$ cat config.mk
export PLATFORM = sky130hd
export DESIGN_NAME = bram_write_controller
export DESIGN_NICKNAME = d
export VERILOG_FILES = /design/src/rtl/bram_write_controller.sv
export SDC_FILE = /design/constraint.sdc
export NUM_CORES = 1
export LEC_CHECK = 0
export CAP_MARGIN = 0
export CORE_MARGIN = 1.5
export CORE_UTILIZATION = 60
export CTS_CLUSTER_SIZE = 20
export DETAILED_ROUTE_END_ITERATION = 16
export DONT_BUFFER_PORTS = 1
export GPL_TIMING_DRIVEN = 0
export PLACE_DENSITY = 0.77
export SYNTH_ARGS = -nofsm -noshare
export SYNTH_HDL_FRONTEND = slang
export SYNTH_SLANG_ARGS = --single-unit
$ cat constraint.sdc
create_clock -name clk -period 2.35 [get_ports clk]
set_input_delay 0.705 -clock clk [delete_from_list [all_inputs] [get_ports clk]]
set_output_delay 0.705 -clock clk [all_outputs]
set_load 0.03 [all_outputs]
$ cat src/rtl/bram_write_controller.sv
// Writes received UART bytes sequentially into BRAM port A (addresses 0..DEPTH-1)
// and pulses write_done after the last one. Optional XOR checksum: BWC_CHECKSUM_EN.
module bram_write_controller #(
  parameter int DEPTH  = 1024,
  parameter int ADDR_W = 10,
  parameter int DATA_W = 8
) (
  input  logic              clk,
  input  logic              rst,
  input  logic              start,
  input  logic [DATA_W-1:0] rx_data,
  input  logic              rx_ready,
  output logic              ena,
  output logic              wea,
  output logic [ADDR_W-1:0] addra,
  output logic [DATA_W-1:0] dina,
  output logic              busy,
  output logic              write_done,
  output logic [DATA_W-1:0] checksum
);

  typedef enum logic [1:0] {
    S_IDLE  = 2'd0,
    S_WAIT  = 2'd1,
    S_WRITE = 2'd2,
    S_DONE  = 2'd3
  } state_t;

  localparam logic [ADDR_W:0] LAST_ADDR = (ADDR_W+1)'(DEPTH - 1);

  state_t            state_reg, state_next;
  logic [ADDR_W:0]   cnt_reg, cnt_next;
  logic [DATA_W-1:0] dina_reg, dina_next;

  always_ff @(posedge clk) begin
    if (rst) begin
      state_reg <= S_IDLE;
      cnt_reg   <= '0;
      dina_reg  <= '0;
    end else begin
      state_reg <= state_next;
      cnt_reg   <= cnt_next;
      dina_reg  <= dina_next;
    end
  end

  // A byte arriving during a non-final WRITE is latched straight into the
  // write-data register, which serves as the one-deep hold stage: it is
  // written on the very next cycle, so it can never be overrun.
  always_comb begin
    state_next = state_reg;
    cnt_next   = cnt_reg;
    dina_next  = dina_reg;
    case (state_reg)
      S_IDLE: begin
        if (start) begin
          state_next = S_WAIT;
          cnt_next   = '0;
        end
      end
      S_WAIT: begin
        if (rx_ready) begin
          dina_next  = rx_data;
          state_next = S_WRITE;
        end
      end
      S_WRITE: begin
        if (cnt_reg == LAST_ADDR) begin
          // Clearing here makes addra read 0 again from DONE onward.
          cnt_next   = '0;
          state_next = S_DONE;
        end else begin
          cnt_next = cnt_reg + 1'b1;
          if (rx_ready) begin
            dina_next  = rx_data;
            state_next = S_WRITE;
          end else begin
            state_next = S_WAIT;
          end
        end
      end
      S_DONE:  state_next = S_IDLE;
      default: state_next = S_IDLE;
    endcase
  end

  assign ena        = (state_reg == S_WRITE);
  assign wea        = (state_reg == S_WRITE);
  assign addra      = cnt_reg[ADDR_W-1:0];
  assign dina       = dina_reg;
  assign busy       = (state_reg == S_WAIT) || (state_reg == S_WRITE);
  assign write_done = (state_reg == S_DONE);

`ifdef BWC_CHECKSUM_EN
  logic [DATA_W-1:0] checksum_reg;

  always_ff @(posedge clk) begin
    if (rst) begin
      checksum_reg <= '0;
    end else if (state_reg == S_IDLE && start) begin
      checksum_reg <= '0;
    end else if (state_reg == S_WRITE) begin
      checksum_reg <= checksum_reg ^ dina_reg;
    end
  end

  assign checksum = checksum_reg;
`else
  assign checksum = '0;
`endif

endmodule

# After elaboration in Yosys (flattened, before gate mapping)
# Cells that the tools add are included.
# word_totals
word_cells	29
register_bits	21
inputBits	12
out_inout_bits	30
# classes
n_mux	11
n_eq_ne	7
add_sub_neg	1
n_reduce_logical	7
# ops
op	count
$mux 11	2
$pmux 11 s2	1
$mux 8	2
$pmux 8 s2	1
$add 11x1->11 const B	1
$eq 11x10->1 const B	1
$mux 2	4
$pmux 2 s4	1
$ne 2x2->1 const B	3
$reduce_and 2->1	3
$eq 2x2->1 const B	2
$reduce_bool 2->1	2
$eq 2x1->1 const B	1
$logic_not 2->1	1
$logic_or 1x1->1	1

# Longest topological paths before layout
# Gate-level depths: netlist of run 1.
# depth
ltp_word	3
depth_mapped	7
mapped_depth_nobuf	6

# Worst setup path after synthesis of run 1
# OpenSTA, ideal clock, no wires.
# synth_timing
path_type	reg2reg
startpoint	register state_reg[0]
endpoint	register cnt_reg[7]
arrival_time_ns	1.733
slack_ns	0.543
stages_incl_launch_ff	7
period_less_slack_ns	1.807
cell_sequence	dfxtp_1 inv_1 ha_1 buf_2 o41ai_1 or4_1 a31oi_1
# synth_via
elab_chain_len	3
elab_cells_between_ends	6
classes_between	eq/ne: 2; mux: 1; reduce/logical: 3
# synth_lines
item	line	source
from (decl)	31	state_t state_reg, state_next;
from (signal assigned)	41	state_reg <= state_next;
$eq 2x2->1 *	n/a	
named net ena	13	output logic ena,
$reduce_bool 2->1 (no source line)	n/a	
$reduce_and 2->1 (no source line)	n/a	
to (signal assigned)	42	cnt_reg <= cnt_next;
to (decl)	32	logic [ADDR_W:0] cnt_reg, cnt_next;
# The timed path passes the listed nets; every way through them passes the cells marked *.
# A chain may end at the register's enable or synchronous reset.

# Worst setup path after layout of run 1
# layout_timing
startpoint	register state_reg[0]
endpoint	output wea
# layout_via
elab_chain_len	1
# layout_lines
item	line	source
$eq 2x2->1	n/a	
to (decl)	14	output logic wea,
# Every way passes these cells.

==> run metrics, run 1 <==
WP data arrival=1.49 ns; final worst path period share=93.42%; CTS tree=built; hold crit path type=primary input to flop; row cnt=16; Compound-Gate Fraction of Synth Area=19.51%; main combinational cell family by area after synthesis=simple AND/OR/NAND/NOR gates; DR vias/cell=6.074; Avg Synthesized Cell Area=8.057 um^2; antenna cells=0; worst skew pair latency=0.31 ns; share of post-route cells with drive strength above 1=16.57%; DR pass1 iterations=4; total gr overflow=0; total wire length=2870 um; Starting Density=65.35%; largest net degree at the start of global routing=12; Leakage=0.5316 nW; Worst Max-Slew Pin Slew=0.5755 ns; Crit path required time=1.64 ns; final setup TNS=0 ns; Mapped Area=1321 um^2; final setup vio count=0; post-synthesis mux area share=1.515%; status=completed; routed vias=1227; crit-path leading delay family=adder cells; final std cells w/o fill=202; slowest cell on the critical path=ha_1; adder and majority gate portion of the synthesized area=5.682%; post-synthesis simple-gate area fraction=26.61%; worst setup path class=flop to output pin; Slew Limit Fails=0; Yosys cell types=42; worst-path cell chain=inv_1, ha_1, buf_4; Final Hold Viols=0; yosys warns=0; initial antenna violation count=0; Die Span Y=49.93 um; Num CTS Buffers=3; fin nets=194; GPL Wtd Cong=0.8664; Worst setup SP type=flop; Clock Path Buffers=2; Root Buffer=clkbuf_4; max reg flops=11; Synth Area in XOR/XNOR=0%; DR WL/cell=14.21 um; Post CTS Setup Buffer Count=0; first-pass GRT wire length=4602 um; Seq/Total Area, Yosys=31.82%; vias in the first global route=1038; total clock sinks=21; Resize count post-CTS=0; # Max-Cap Violations=0; Top Ports=42; CP bufs+invs=2; post-synthesis cell count=164; total core area=2022 um^2; unrepaired setup endpoints after global routing=no; Inst Count DP=198; die area=2493 um^2; DRT iter0 DRCs=63; critical path fanouts, max=6; Fmax=0.4555 GHz; CP endpoint kind=output pin; Post-DP HPWL=2126 um; FF+latch count, synth=21; area grow syn2layout=6.534%; CTS H-tree lvls=1; global-route usage over all layers=24.16%; DRC=0; pwr/cell area=782.0 nW/um^2; Antenna Nets Post-Route=0; IO Port Bufs=0; Min Clock Period, post-route=2.195 ns; Worst slew margin=61.37%; Die Wd=49.93 um; Clock transition at path regs=0.12 ns; VDD IR max=0.0007626 V; critical path's largest stage delay=0.46 ns; worst clock skew=0.002898 ns; hold_buf cts=0
cells by family (layout without fill, tap and decap cells):
logic type               after synthesis  count (layout)
AO/OA/AOI/OAI                         43              43
flip-flops                            21              21
other                                  1               8
buffers and inverters                 29              33
AND/OR/NAND/NOR                       62              62
adder cells (fa/ha/maj)                6               6
multiplexers                           2               2
layout make-up:
type                       instances  area (um^2)
sequential                        21        420.4
inverter                           4        15.01
buffer                            25        177.7
multi-input combinational        121        734.5
tap                               27        33.78
fill                             181        614.3
clock buffer                       4        26.28
routing by layer:
layer	track usage (%)	routed length, um	vias up
met4	8.333	27	0
met3	3.636	224	4
met2	38.89	1365	62
li1	-	-	591
met1	32.77	1252	570
met5	0	0	-
worst paths after layout:
kind                start      endpoint  slack [ns]  depth (start not counted)
max reg2reg  state_reg[0]    cnt_reg[3]        0.30                          7
min reg2reg  state_reg[0]  state_reg[0]        0.50                          2
max          state_reg[0]           wea        0.15                          3
min                   rst    cnt_reg[8]        0.48                          1
metrics by stage:
stage / total power [mW] / worst slack, ns / cell area, um^2 / hold slack, ns / util [%]
final: 1.101 / 0.1545 / 1408 / 0.4828 / 69.62
after global routing: 1.168 / 0.05749 / 1408 / 0.4729 / 69.62
after CTS: 1.102 / 0.1374 / 1408 / 0.4787 / 69.62
after detailed placement: 0.9244 / 0.3526 / 1381 / 0.4926 / 68.32
after global placement: 0.9145 / 0.3741 / 1381 / 0.4711 / 68.32
after floorplan: 0.8498 / 0.5425 / 1348 / 0.4577 / -
synth_stat cells, drive strengths merged:
master  count  area share [%]
nor2b       3             2.0
nand2      12             3.4
o31ai       2             1.1
nand2b      1            0.47
o221ai      1            0.66
a21boi      1            0.57
o21ai      12             4.5
a31oi       3             1.4
ha          6             5.7
nand3b      4             2.3
o21a        1            0.57
nand4       3             1.4
o31a        1            0.66
nand3      14             5.7
and4        2             1.3
nor3        2            0.76
or4         1            0.57
o22ai       1            0.47
mux2i       2             1.5
dfxtp      21              32
clkbuf      3            0.85
inv         4             1.1
a21oi      17             6.4
buf        22              13
nor2        6             1.7
conb        1            0.28
a41oi       1             1.2
or3         2            0.95
and3        4             1.9
o211ai      1            0.57
or2         1            0.47
and2        2            0.95
o41ai       1            0.66
a211oi      1            0.57
nand4b      2             1.3
nor4        3             1.4
power breakdown:
group | switching [mW] | internal, mW | leakage [nW]
sequential | 0.0780 | 0.394 | 0.170
clock | 0.113 | 0.0663 | 0.0150
combinational | 0.289 | 0.160 | 0.347
cell usage in the layout, fill, tap and decap left out, drive strengths merged, types with 3 or more instances in the layout:
master and instances:
nand4 3, nand3b 4, inv 4, dfxtp 21
a21oi 17, ha 6, buf 22, nand3 14
nor4 3, a31oi 3, nor2b 3, and3 4
nor2 6, nand2 12, o21ai 12, conb 8
clkbuf 7
Note: power is estimated with default switching activity, not from simulation.
==> run 2, diff against run 1 <==
--- a/config.mk
+++ b/config.mk
@@ -7,12 +7,11 @@
 export LEC_CHECK = 0
 export CAP_MARGIN = 0
 export CORE_MARGIN = 1.5
-export CORE_UTILIZATION = 60
+export CORE_UTILIZATION = 46
 export CTS_CLUSTER_SIZE = 20
 export DETAILED_ROUTE_END_ITERATION = 16
-export DONT_BUFFER_PORTS = 1
 export GPL_TIMING_DRIVEN = 0
-export PLACE_DENSITY = 0.77
+export PLACE_DENSITY = 0.8
 export SYNTH_ARGS = -nofsm -noshare
 export SYNTH_HDL_FRONTEND = slang
 export SYNTH_SLANG_ARGS = --single-unit
==> run 2 against run 1 <==
Clock power about the same. Worst hold slack improved by 0.013 ns. Sequential share of layout area decreased by 5.6 points. Fmax decreased by 3.8%. Sequential cell count unchanged. Cell area increased by 24%. Combinational power increased by 30%. Largest power group is now combinational cells. Clock skew increased by 0.0023 ns. Worst setup slack got worse by 0.086 ns. Total power increased by 7.8%. Non-clock buffer count increased by 33. Critical path depth decreased by 1.
==> run metrics, run 2 (synthesized netlist as in run 1, its figures left out) <==
worst setup path class=flop to output pin; Fmax=0.4383 GHz; row cnt=19; Top Ports=42; antenna cells=0; worst clock skew=0.005177 ns; Root Buffer=clkbuf_4; # fillers=255; Starting Density=48.33%; global-route usage over all layers=19.67%; fin area=1740 um^2; total wire length=3056 um; final setup TNS=0 ns; Resize count post-CTS=3; Antenna Nets Post-Route=0; total power=1.186 mW; fin nets=227; DRT iter0 DRCs=60; area grow syn2layout=31.72%; Clock Path Buffers=2; Post-DP HPWL=2291 um; most frequent cells in the layout=clkdlybuf4s50_1 (29), buf_4 (20), dfxtp_1 (19); placed instance area=1717 um^2; Crit path required time=1.64 ns; pwr/cell area=681.7 nW/um^2; Slew Limit Fails=0; routed vias=1302; Worst setup SP type=flop; final worst path period share=97.08%; max reg flops=11; final setup vio count=0; CP endpoint kind=output pin; Worst Max-Slew Pin Slew=0.5406 ns; first-pass GRT wire length=5140 um; most common cell after layout, fill and taps aside=clkdlybuf4s50_1; DR WL/cell=12.79 um; die area=3203 um^2; Die Span Y=56.60 um; WP data arrival=1.58 ns; critical path fanouts, max=8; share of post-route cells with drive strength above 1=15.38%; DRC=0; DR vias/cell=5.448; Leakage=0.6782 nW; Post CTS Setup Buffer Count=0; IO Port Bufs=33; CTS H-tree lvls=1; VDD IR max=0.0006643 V; largest net degree at the start of global routing=12; total core area=2734 um^2; Min Clock Period, post-route=2.281 ns; Die Wd=56.60 um; hold_buf cts=0; hold crit path type=flop to flop; vias in the first global route=1191; total clock sinks=21; Clock transition at path regs=0.12 ns; total gr overflow=0; worst skew pair latency=0.30 ns; DR pass1 iterations=4; CTS tree=built; GPL Wtd Cong=0.8772; # Max-Cap Violations=0; unrepaired setup endpoints after global routing=no; status=completed; Worst slew margin=63.72%; Final Hold Viols=0; Num CTS Buffers=3; initial antenna violation count=0
-- run 2: cell types whose count changed in the layout (fill, tap and decap cells not counted) --
cell / before / now
clkbuf_2: 0 / 1
clkdlybuf4s50_1: 0 / 29
dfxtp_1: 21 / 19
dfxtp_2: 0 / 2
dlygate4sd2_1: 0 / 2
dlymetal6s2s_1: 0 / 1
-- run 2: path summary, 6_finish.rpt --
path              slack [ns]    startpoint  cells past startpoint         end
hold / removal          0.50       dina[1]                      2     dina[1]
hold reg to reg         0.50       dina[1]                      2     dina[1]
setup reg to reg        0.53  state_reg[1]                      7  cnt_reg[5]
setup / recovery        0.07    cnt_reg[7]                      2    addra[7]
-- run 2: area by class of cell --
cell class,count,area (um^2),share of cell area (%)
Buffer,25,177.7,10.21
Timing Repair Buffer,33,325.3,18.69
Multi-Input combinational cell,121,734.5,42.20
Clock buffer,4,26.28,1.510
Inverter,4,15.01,0.8627
Sequential cell,21,422.9,24.30
Tap cell,31,38.79,2.229
-- run 2: worst max-delay path: stages, from the launching register on --
cell and delay, ns:
dfxtp_1 0.47, buf_4 0.15, clkdlybuf4s50_1 0.65
-- run 2: metal layers --
metal	GRT usage [%]	vias up	routed length, um
li1	-	657	-
met1	25.43	578	1356
met2	32.23	63	1451
met3	4.378	4	221
met4	6.463	0	27
met5	0	-	0
-- run 2: stage by stage --
stage	hold WS (ns)	setup slack, ns	util (%)	cells
2_1_floorplan	0.4577	0.5425	-	171
3_3_place_gp	0.4671	0.1419	62.79	235
3_5_place_dp	0.4760	0.1185	62.79	235
4_1_cts	0.4932	0.02860	63.62	239
5_1_grt	0.5238	0.01270	63.66	239
6_report	0.4957	0.06865	63.66	239
-- run 2: power breakdown --
| part | switching [mW] | total, mW | internal, mW |
|---|---|---|---|
| Sequential | 0.0289 | 0.423 | 0.394 |
| Clock | 0.113 | 0.179 | 0.0662 |
| Combinational | 0.356 | 0.584 | 0.228 |
